`config.mk`:
```
export PLATFORM = sky130hd
export DESIGN_NAME = hazard_ctrl
export DESIGN_NICKNAME = d
export VERILOG_FILES = /design/src/rtl/all_pkgs.sv /design/src/rtl/hazard_ctrl_scoreboard.sv /design/src/rtl/hazard_ctrl.sv
export SDC_FILE = /design/constraint.sdc
export NUM_CORES = 1
export LEC_CHECK = 0
export ABC_AREA = 1
export BUFFER_PORTS_ARGS = -buffer_cell sky130_fd_sc_hd__buf_2
export CAP_MARGIN = 20
export CORE_UTILIZATION = 39
export DETAILED_ROUTE_END_ITERATION = 8
export PLACE_DENSITY = 0.63
export SETUP_SLACK_MARGIN = 0.05
export SYNTH_ARGS = -nofsm -noshare
export SYNTH_HDL_FRONTEND = slang
export SYNTH_SLANG_ARGS = --single-unit
```
`constraint.sdc`:
```
create_clock -name clk -period 6.7 [get_ports clk]
set_input_delay 0 -clock clk [delete_from_list [all_inputs] [get_ports clk]]
set_output_delay 0 -clock clk [all_outputs]
set_load 0.01 [all_outputs]
```
`src/rtl/all_pkgs.sv`:
```
// Shared types for the decode-stage interlock: FSM state encoding and register constants.
package all_pkgs;

  typedef enum logic [1:0] {
    RUN   = 2'd0,
    STALL = 2'd1,
    FLUSH = 2'd2
  } hz_state_e;

  localparam logic [4:0] REG_ZERO = 5'd0;

endpackage

```
`src/rtl/hazard_ctrl_scoreboard.sv`:
```
// Pending-write mask for the 32 integer registers. It has one set port and one clear port,
// plus two RAW read ports and one WAW read port. Reads see only the registered mask.
module reg_scoreboard
  import all_pkgs::*;
(
  input  logic       clk,
  input  logic       rst,
  input  logic       set_en,
  input  logic [4:0] set_rd,
  input  logic       clr_en,
  input  logic [4:0] clr_rd,
  input  logic [4:0] rs1,
  input  logic [4:0] rs2,
  input  logic [4:0] waw_rd,
  output logic       rs1_pend,
  output logic       rs2_pend,
  output logic       waw_pend
);

  logic [31:0] pending_q;
  logic [31:0] pending_d;

  always_comb begin
    pending_d = pending_q;
    if (clr_en) pending_d[clr_rd] = 1'b0;
    if (set_en) pending_d[set_rd] = 1'b1;
    pending_d[REG_ZERO] = 1'b0;
  end

  always_ff @(posedge clk or posedge rst) begin
    if (rst) pending_q <= '0;
    else     pending_q <= pending_d;
  end

  assign rs1_pend = pending_q[rs1];
  assign rs2_pend = pending_q[rs2];
  assign waw_pend = pending_q[waw_rd];

endmodule

```
`src/rtl/hazard_ctrl.sv`:
```
// Decode-stage interlock: detects RAW/WAW hazards and drives the stall, bubble and flush controls.
// Defining HAZARD_FWD_EN replaces the scoreboard with a single load-use tracker.
module hazard_ctrl
  import all_pkgs::*;
#(
  parameter int CNT_W = 32
) (
  input  logic             clk,
  input  logic             rst,
  input  logic             id_valid,
  input  logic [4:0]       id_rs1,
  input  logic [4:0]       id_rs2,
  input  logic             id_use_rs1,
  input  logic             id_use_rs2,
  input  logic [4:0]       id_rd,
  input  logic             id_wr_en,
  input  logic             id_is_load,
  input  logic             ex_branch_taken,
  input  logic             wb_en,
  input  logic [4:0]       wb_rd,
  output logic             stall_if,
  output logic             stall_id,
  output logic             bubble_ex,
  output logic             flush_ifid,
  output logic             issue,
  output logic [1:0]       state,
  output logic [CNT_W-1:0] stall_cnt,
  output logic [CNT_W-1:0] flush_cnt
);

  logic hazard;
  logic rd_nonzero;

  assign rd_nonzero = (id_rd != REG_ZERO);

`ifdef HAZARD_FWD_EN
  logic       ld_valid_q, ld_valid_d;
  logic [4:0] ld_rd_q, ld_rd_d;
  logic       unused_wb;

  // Only a load that actually issues can create a load-use hazard next cycle.
  always_comb begin
    ld_valid_d = issue & id_is_load & id_wr_en & rd_nonzero;
    ld_rd_d    = ld_valid_d ? id_rd : REG_ZERO;
  end

  always_ff @(posedge clk or posedge rst) begin
    if (rst) begin
      ld_valid_q <= 1'b0;
      ld_rd_q    <= REG_ZERO;
    end else begin
      ld_valid_q <= ld_valid_d;
      ld_rd_q    <= ld_rd_d;
    end
  end

  assign hazard = id_valid & ld_valid_q &
                  ((id_use_rs1 & (id_rs1 == ld_rd_q)) |
                   (id_use_rs2 & (id_rs2 == ld_rd_q)));
  assign unused_wb = ^{wb_en, wb_rd};
`else
  logic rs1_pend, rs2_pend, waw_pend;
  logic unused_load;

  reg_scoreboard u_sb (
    .clk      (clk),
    .rst      (rst),
    .set_en   (issue & id_wr_en & rd_nonzero),
    .set_rd   (id_rd),
    .clr_en   (wb_en & (wb_rd != REG_ZERO)),
    .clr_rd   (wb_rd),
    .rs1      (id_rs1),
    .rs2      (id_rs2),
    .waw_rd   (id_rd),
    .rs1_pend (rs1_pend),
    .rs2_pend (rs2_pend),
    .waw_pend (waw_pend)
  );

  assign hazard = id_valid &
                  ((id_use_rs1 & (id_rs1 != REG_ZERO) & rs1_pend) |
                   (id_use_rs2 & (id_rs2 != REG_ZERO) & rs2_pend) |
                   (id_wr_en & rd_nonzero & waw_pend));
  assign unused_load = id_is_load;
`endif

  hz_state_e state_q, state_d;

  always_ff @(posedge clk or posedge rst) begin
    if (rst) state_q <= RUN;
    else     state_q <= state_d;
  end

  always_comb begin
    state_d = RUN;
    if (ex_branch_taken) state_d = FLUSH;
    else if (hazard)     state_d = STALL;
  end

  // A taken branch wins over a hazard: the ID instruction is discarded, not held.
  always_comb begin
    stall_if   = 1'b0;
    stall_id   = 1'b0;
    bubble_ex  = 1'b0;
    flush_ifid = 1'b0;
    issue      = 1'b0;
    if (ex_branch_taken) begin
      flush_ifid = 1'b1;
      bubble_ex  = 1'b1;
    end else if (hazard) begin
      stall_if  = 1'b1;
      stall_id  = 1'b1;
      bubble_ex = 1'b1;
    end else begin
      issue = id_valid;
    end
  end

  assign state = state_q;

  logic [CNT_W-1:0] stall_cnt_q, stall_cnt_d;
  logic [CNT_W-1:0] flush_cnt_q, flush_cnt_d;
  localparam logic [CNT_W-1:0] CNT_ONE = {{(CNT_W-1){1'b0}}, 1'b1};

  always_comb begin
    stall_cnt_d = stall_cnt_q;
    flush_cnt_d = flush_cnt_q;
    if (hazard && !ex_branch_taken && (stall_cnt_q != '1)) stall_cnt_d = stall_cnt_q + CNT_ONE;
    if (ex_branch_taken && (flush_cnt_q != '1))            flush_cnt_d = flush_cnt_q + CNT_ONE;
  end

  always_ff @(posedge clk or posedge rst) begin
    if (rst) begin
      stall_cnt_q <= '0;
      flush_cnt_q <= '0;
    end else begin
      stall_cnt_q <= stall_cnt_d;
      flush_cnt_q <= flush_cnt_d;
    end
  end

  assign stall_cnt = stall_cnt_q;
  assign flush_cnt = flush_cnt_q;

endmodule
```
### After elaboration in Yosys (flattened, before gate mapping)

Index checks and enable logic that the tools add are counted.
Widths: inputs -> output; s select.

| word-level totals | value |
|---|---|
| flip-flop bits (word level) | 97 |
| output and inout bits | 71 |
| logic and storage cells | 59 |
| input bits | 29 |

| operators by class | value |
|---|---|
| add/sub/neg operators | 2 |
| mux-type cells | 20 |
| bitwise logic cells | 15 |
| equality and inequality tests | 2 |
| $lt $le $gt $ge | 6 |
| reduce and logical (&&, ||, !) cells | 10 |

Operator list:

| kind | count |
|---|---|
| $add 32x1->32 const B | 2 |
| $mux 32 | 2 |
| $ne 32x32->1 const B | 2 |
| $and 32x32->32 | 1 |
| $not 32->32 | 1 |
| $or 32x32->32 | 1 |
| $lt 5x6->1 const B | 4 |
| $reduce_bool 5->1 | 4 |
| $bmux 1 s5 | 3 |
| $mux 1 | 12 |
| $and 1x1->1 | 10 |
| $demux 1 s5 | 2 |
| $ge 5x1->1 const B | 2 |
| $logic_and 1x1->1 | 5 |
| $mux 2 | 1 |
| $or 1x1->1 | 2 |
| $logic_not 1->1 | 1 |

### Depth between registers and ports, before layout

| depth | value |
|---|---|
| word-level depth | 11 |
| mapped depth | 16 |
| gate-level depth less buffers | 14 |

### Hierarchy

A second synthesis with hierarchy kept.

| second synthesis, totals | value |
|---|---|
| cell total of the unflattened synthesis | 1052 |
| area total of the unflattened synthesis | 6834.1 sq um |

Modules (own cells, without submodules):

| module | cells each | seq. area each (sq um) | area an instance (sq um) | times used |
|---|---|---|---|---|
| hazard_ctrl | 693 | 1651.6 | 4539.4 | 1 |
| reg_scoreboard | 359 | 775.7 | 2294.7 | 1 |

### Least setup slack after synthesis

No wires, ideal clock.

| path | value |
|---|---|
| path type | reg2reg |
| start point | reg stall_cnt_q[0], in the netlist stall_cnt[0] |
| end point | reg stall_cnt_q[2], in the netlist stall_cnt[2] |
| arrival time | 1.755 ns |
| path buffers | 1 |
| slack | 4.827 ns |
| setup time | 0.118 ns |
| data required time | 6.582 ns |
| clock period less this slack | 1.873 ns |
| cell stages (with the launch flop) | 11 |
| cell sequence | dfrtp_1 -> ha_1 -> nand2_2 -> nor2_2 -> nand2_1 -> nor3_2 -> nand4_1 -> nand2b_4 -> clkbuf_1 -> nand4_1 -> nand2_1 |

| on the way | value |
|---|---|
| word-level cells in the longest chain between the ends | 2 |
| elaborated cells on any way between the ends | 3 |
| classes of those cells | add/sub: 1; eq/ne: 1; reduce/logical: 1 |

RTL lines:

| what | line | text |
|---|---|---|
| start: declaration | hazard_ctrl.sv:121 | `logic [CNT_W-1:0] stall_cnt_q, stall_cnt_d;` |
| start signal: assignment | hazard_ctrl.sv:137 | `stall_cnt_q <= stall_cnt_d;` |
| parallel branches: the longest is 2 deep, another holds $add 32x1->32 | n/a |  |

Parallel ways; which one is timed is not known.
A chain may end at the register's enable or synchronous reset.

### Worst setup path after layout

| path | value |
|---|---|
| start point | in id_rd[0] |
| end point | reg stall_cnt_q[21], in the netlist stall_cnt[21] |

| on the way | value |
|---|---|
| word-level cells in the longest chain between the ends | 7 |
| elaborated cells on any way between the ends | 9 |
| classes of those cells | mux: 2; bitwise: 4; reduce/logical: 3 |

RTL lines:

| what | line | text |
|---|---|---|
| start: declaration | hazard_ctrl.sv:15 | `input logic [4:0] id_rd,` |
| $bmux 1 s5 / $reduce_bool 5->1 (equally long branches) | hazard_ctrl_scoreboard.sv:37, hazard_ctrl.sv:34 |  |
| $mux 1 (implied by the code) / $and 1x1->1 (equally long branches) | hazard_ctrl_scoreboard.sv:37, hazard_ctrl.sv:83 |  |
| $and 1x1->1 * | hazard_ctrl.sv:83 | `(id_wr_en & rd_nonzero & waw_pend));` |
| $or 1x1->1 * | hazard_ctrl.sv:82 | `(id_use_rs2 & (id_rs2 != REG_ZERO) & rs2_pend) \|` |
| $and 1x1->1 * | hazard_ctrl.sv:80 | `assign hazard = id_valid &` |
| $logic_and 1x1->1 * (2 in a row) | hazard_ctrl.sv:128 | `if (hazard && !ex_branch_taken && (stall_cnt_q != '1)) stall_cnt_d = stall_cnt_q + CNT_ONE;` |

Every way passes the cells marked *; elsewhere a longest branch is shown, timed or not. The select of a mux whose other input is x is not followed.

==> metrics.md <==
| Metric | Value |
|---|---|
| Final hold violation count | `0` |
| Combinational family with the most area after synthesis | `simple AND/OR/NAND/NOR gates` |
| Syn_nets | `1024` |
| CP top delay family | `simple AND/OR/NAND/NOR gates` |
| Adder-cell area share of the yosys netlist | `0.372%` |
| Mux cell area share after synthesis | `0%` |
| Proportion of netlist area held by the largest area contributor | `36.1%` |
| TritonCTS clock tree | `built` |
| Via count normalized by instance count | `5.24` |
| I/O Pins | `100` |
| Core region area | `16700 µm²` |
| Number of max-slew violations in the final report | `0` |
| Worst r2r src | `stall_cnt[0]` |
| Filler cell count | `1779` |
| Share of cells above drive strength 1 | `12.9%` |
| Max-slew headroom | `30.9%` |
| Htree depth | `3` |
| DRC violation count after routing | `0` |
| Number of inserted diodes | `0` |
| Top cells by count, synth | `sky130_fd_sc_hd__nand2_1 (342), sky130_fd_sc_hd__nor2_1 (104), sky130_fd_sc_hd__dfrtp_1 (97)` |
| Post-Place Cell Area | `7280 µm²` |
| Number of flip-flops and latches in the synthesized netlist | `97` |
| Worst-case hold path end point | `u_sb.pending_q[19]` |
| Number of synthesis warnings | `0` |
| Setup repair bufs after CTS | `0` |
| Buffers added on ports | `98` |
| Via count | `6777` |
| First-pass GRT wire length | `31300 µm` |
| Biggest fanout along the worst timing path | `36` |
| Die height | `133 µm` |
| Unique masters post-synth | `32` |
| Class of the most critical setup path | `in -> reg` |
| Final layout net count | `1099` |
| Final GP Congestion | `0.954` |
| Xor/xnor cell area share of the yosys netlist | `7.29%` |
| Peak supply drop | `0.100 mV` |
| Clock insertion delay at the later pin of the skew report | `0.35 ns` |
| Synthesized area per cell | `6.77 µm²` |
| Largest clock skew in the final design | `0.00824 ns` |
| Maximum buffer depth of the clock tree | `2` |
| Total overflow reported by the global router | `0` |
| Worst slack on hold paths | `0.112 ns` |
| Placement row count | `47` |
| X dimension of the die | `133 µm` |
| Area of the die | `17800 µm²` |
| Worst Hold Depth | `4` |
| Total routed wirelength | `19100 µm` |
| Initial DRC Count | `470` |
| Maximum number of pins on one net before global-route repair | `67` |
| Wire length per cell after detailed routing | `14.8 µm` |
| Initial cell density of the core | `40.3%` |
| Clock Sink Count | `97` |
| Count of endpoints failing setup in the final report | `0` |
| Number of clock buffers inserted by TritonCTS | `9` |
| Share of synthesized area occupied by flip-flops and latches | `36.1%` |
| Crit path cell chain | `buf_2, inv_2, nand2_1, o21ai_0, inv_1, nand2_1, nand3_4, nand3_2, nand2_1, nand2_1` |
| HPWL after DPL | `13900 µm` |
| All-Layer GR Usage | `21.8%` |
| Peak per-stage delay on the critical path | `0.77 ns` |
| Cell taking the most area after synthesis | `sky130_fd_sc_hd__dfrtp_1` |
| Detail Route Antenna Nets | `0` |
| Highest-delay cell along the critical path | `sky130_fd_sc_hd__inv_1` |
| Length in cells of the worst reg-to-reg path | `10` |
| EDFF count, synth | `0` |
| Netlist area before placement | `6730 µm²` |
| Compound-gate portion of the synthesized area | `5.71%` |
| Reg2reg setup slack | `4.00 ns` |
| Top_reg_cell synth | `sky130_fd_sc_hd__dfrtp_1` |
| Setup repair after global routing missed its margin | `false` |
| Post-synth ARST share | `100%` |
| Setup crit start kind | `primary input` |
| Number of buffers and inverters on the critical path | `3` |
| Max-cap viol count | `0` |
| Worst slew pin tran | `1.03 ns` |
| Data required time at the worst endpoint | `6.93 ns` |
| Data arrival, critical path | `3.32 ns` |
| Finished layout cell area | `7600 µm²` |
| Clk slew on worst S/H paths | `0.08 ns` |
| Root buf cell | `sky130_fd_sc_hd__clkbuf_16` |
| Cell repeated most along the worst path | `sky130_fd_sc_hd__nand2_1` |
| Critical hold path startpoint | `wb_rd[4]` |
| Cell with the most instances after synthesis | `sky130_fd_sc_hd__nand2_1` |
| Static leakage | `3.86 nW` |
| Min-delay worst type | `in -> reg` |
| Setup TNS | `0 ns` |
| Cell area power density | `199 nW/µm²` |
| Final cycle utilization of the critical path | `46.2%` |
| Result of the run | `complete, no violations` |
| Highest attainable clock frequency | `323 MHz` |
| DR pass1 iterations | `5` |
| Number of global-route vias before repair | `6198` |
| Area fraction in and, or, nand and nor cells after synthesis | `42.3%` |
| Number of antenna violations at the first check in global routing | `0` |
| CP endpoint kind | `flip-flop` |
| Synth Instances | `993` |
| Min cycle time layout | `3.09 ns` |
| Area Overhead vs Synth | `12.9%` |
| Reg-to-Reg End | `stall_cnt[21]` |
| Main area contributors after synthesis | `sky130_fd_sc_hd__dfrtp_1 (36%), sky130_fd_sc_hd__nand2_1 (19%), sky130_fd_sc_hd__nand4_1 (7.3%), sky130_fd_sc_hd__nor2_1 (5.8%), sky130_fd_sc_hd__xor2_1 (4.9%)` |
## repair_timing
item                       in CTS  in global routing
hold endpoints to repair       48                  0
setup endpoints to repair       0                  0
hold buffers                    2                  0
gates resized for setup         0                  0
## state kept, by name, summed over array words and instances, names as in the netlist
signal and count:
flush_cnt 32, stall_cnt 32, u_sb.pending_q 31, state 2
## final cells by class
class                           instances  area [µm²]  area share (%)
Clock buffer                            9         225            2.96
Tap cell                              220         275            3.62
Multi-Input combinational cell        772        3750            49.4
Timing Repair Buffer                  102         526            6.92
Sequential cell                        97        2430            32.0
Inverter                               86         325            4.28
Clock inverter                          7        66.3           0.873
## power breakdown
group	internal, mW	switching, mW	leakage, nW
clock network	0.258	0.244	0.135
registers	0.636	0.0740	1.31
logic	0.0976	0.199	2.41
## worst max-delay path by stage
stage	startpoint	to	slack [ns]	cells past startpoint
3_3_place_gp	id_rd[0]	stall_cnt[25]	3.37	10
3_5_place_dp	id_rd[0]	stall_cnt[1]	3.28	10
2_1_floorplan	rst	flush_cnt[0]	4.17	1
6_report	id_rd[0]	stall_cnt[21]	3.61	10
4_1_cts	id_rd[0]	stall_cnt[21]	3.59	10
5_1_grt	id_rd[0]	stall_cnt[16]	3.30	10
## worst reg2reg max path, cell delays in order (launching register included)
cell and delay, ns:
sky130_fd_sc_hd__dfrtp_1 0.49, sky130_fd_sc_hd__ha_1 0.29, sky130_fd_sc_hd__nand2_2 0.11, sky130_fd_sc_hd__nor2_2 0.18, sky130_fd_sc_hd__nand2_1 0.12, sky130_fd_sc_hd__nor3_2 0.15
sky130_fd_sc_hd__nand4_1 0.16, sky130_fd_sc_hd__nand2b_4 0.35, sky130_fd_sc_hd__nand3_2 0.57, sky130_fd_sc_hd__nand2_1 0.13, sky130_fd_sc_hd__nand2_1 0.09
## layer usage
layer / share of wire, % / global-route usage [%] / vias up
met2: 45 / 33.7 / 197
met5: 0 / 0 / -
met4: 1.5 / 6.25 / 0
met1: 49 / 32.2 / 3156
li1: - / - / 3403
met3: 4.8 / 2.28 / 21
## logic make-up (layout without fill, tap and decap cells)
group           count (synthesis)  after routing
fa+ha+maj                       2              2
flops                          97             97
buf+inv                       124            204
simple gates                  642            642
compound gates                 72             72
xor+xnor                       56             56
## placed cells by master (no fill, tap or decap), types with 9 or more instances in the layout
cell type	synthesis	routed
sky130_fd_sc_hd__buf_2	9	98
sky130_fd_sc_hd__clkbuf_16	0	9
sky130_fd_sc_hd__dfrtp_1	97	97
sky130_fd_sc_hd__inv_1	82	81
sky130_fd_sc_hd__nand2_1	342	342
sky130_fd_sc_hd__nand3_1	55	55
sky130_fd_sc_hd__nand4_1	79	79
sky130_fd_sc_hd__nor2_1	104	103
sky130_fd_sc_hd__nor3_1	34	34
sky130_fd_sc_hd__nor4_1	12	12
sky130_fd_sc_hd__o21ai_0	52	52
sky130_fd_sc_hd__xnor2_1	18	18
sky130_fd_sc_hd__xor2_1	38	38
## metrics by stage
step	power [mW]	cells	util [%]	setup WS, ns
floorplan	0.907	993	-	4.17
global placement	1.01	1275	43.6	3.37
detailed placement	1.02	1275	43.6	3.28
CTS	1.53	1293	45.5	3.59
global route	1.59	1293	45.5	3.30
finish	1.51	1293	45.5	3.61
Power figures use the tool's default switching activity.
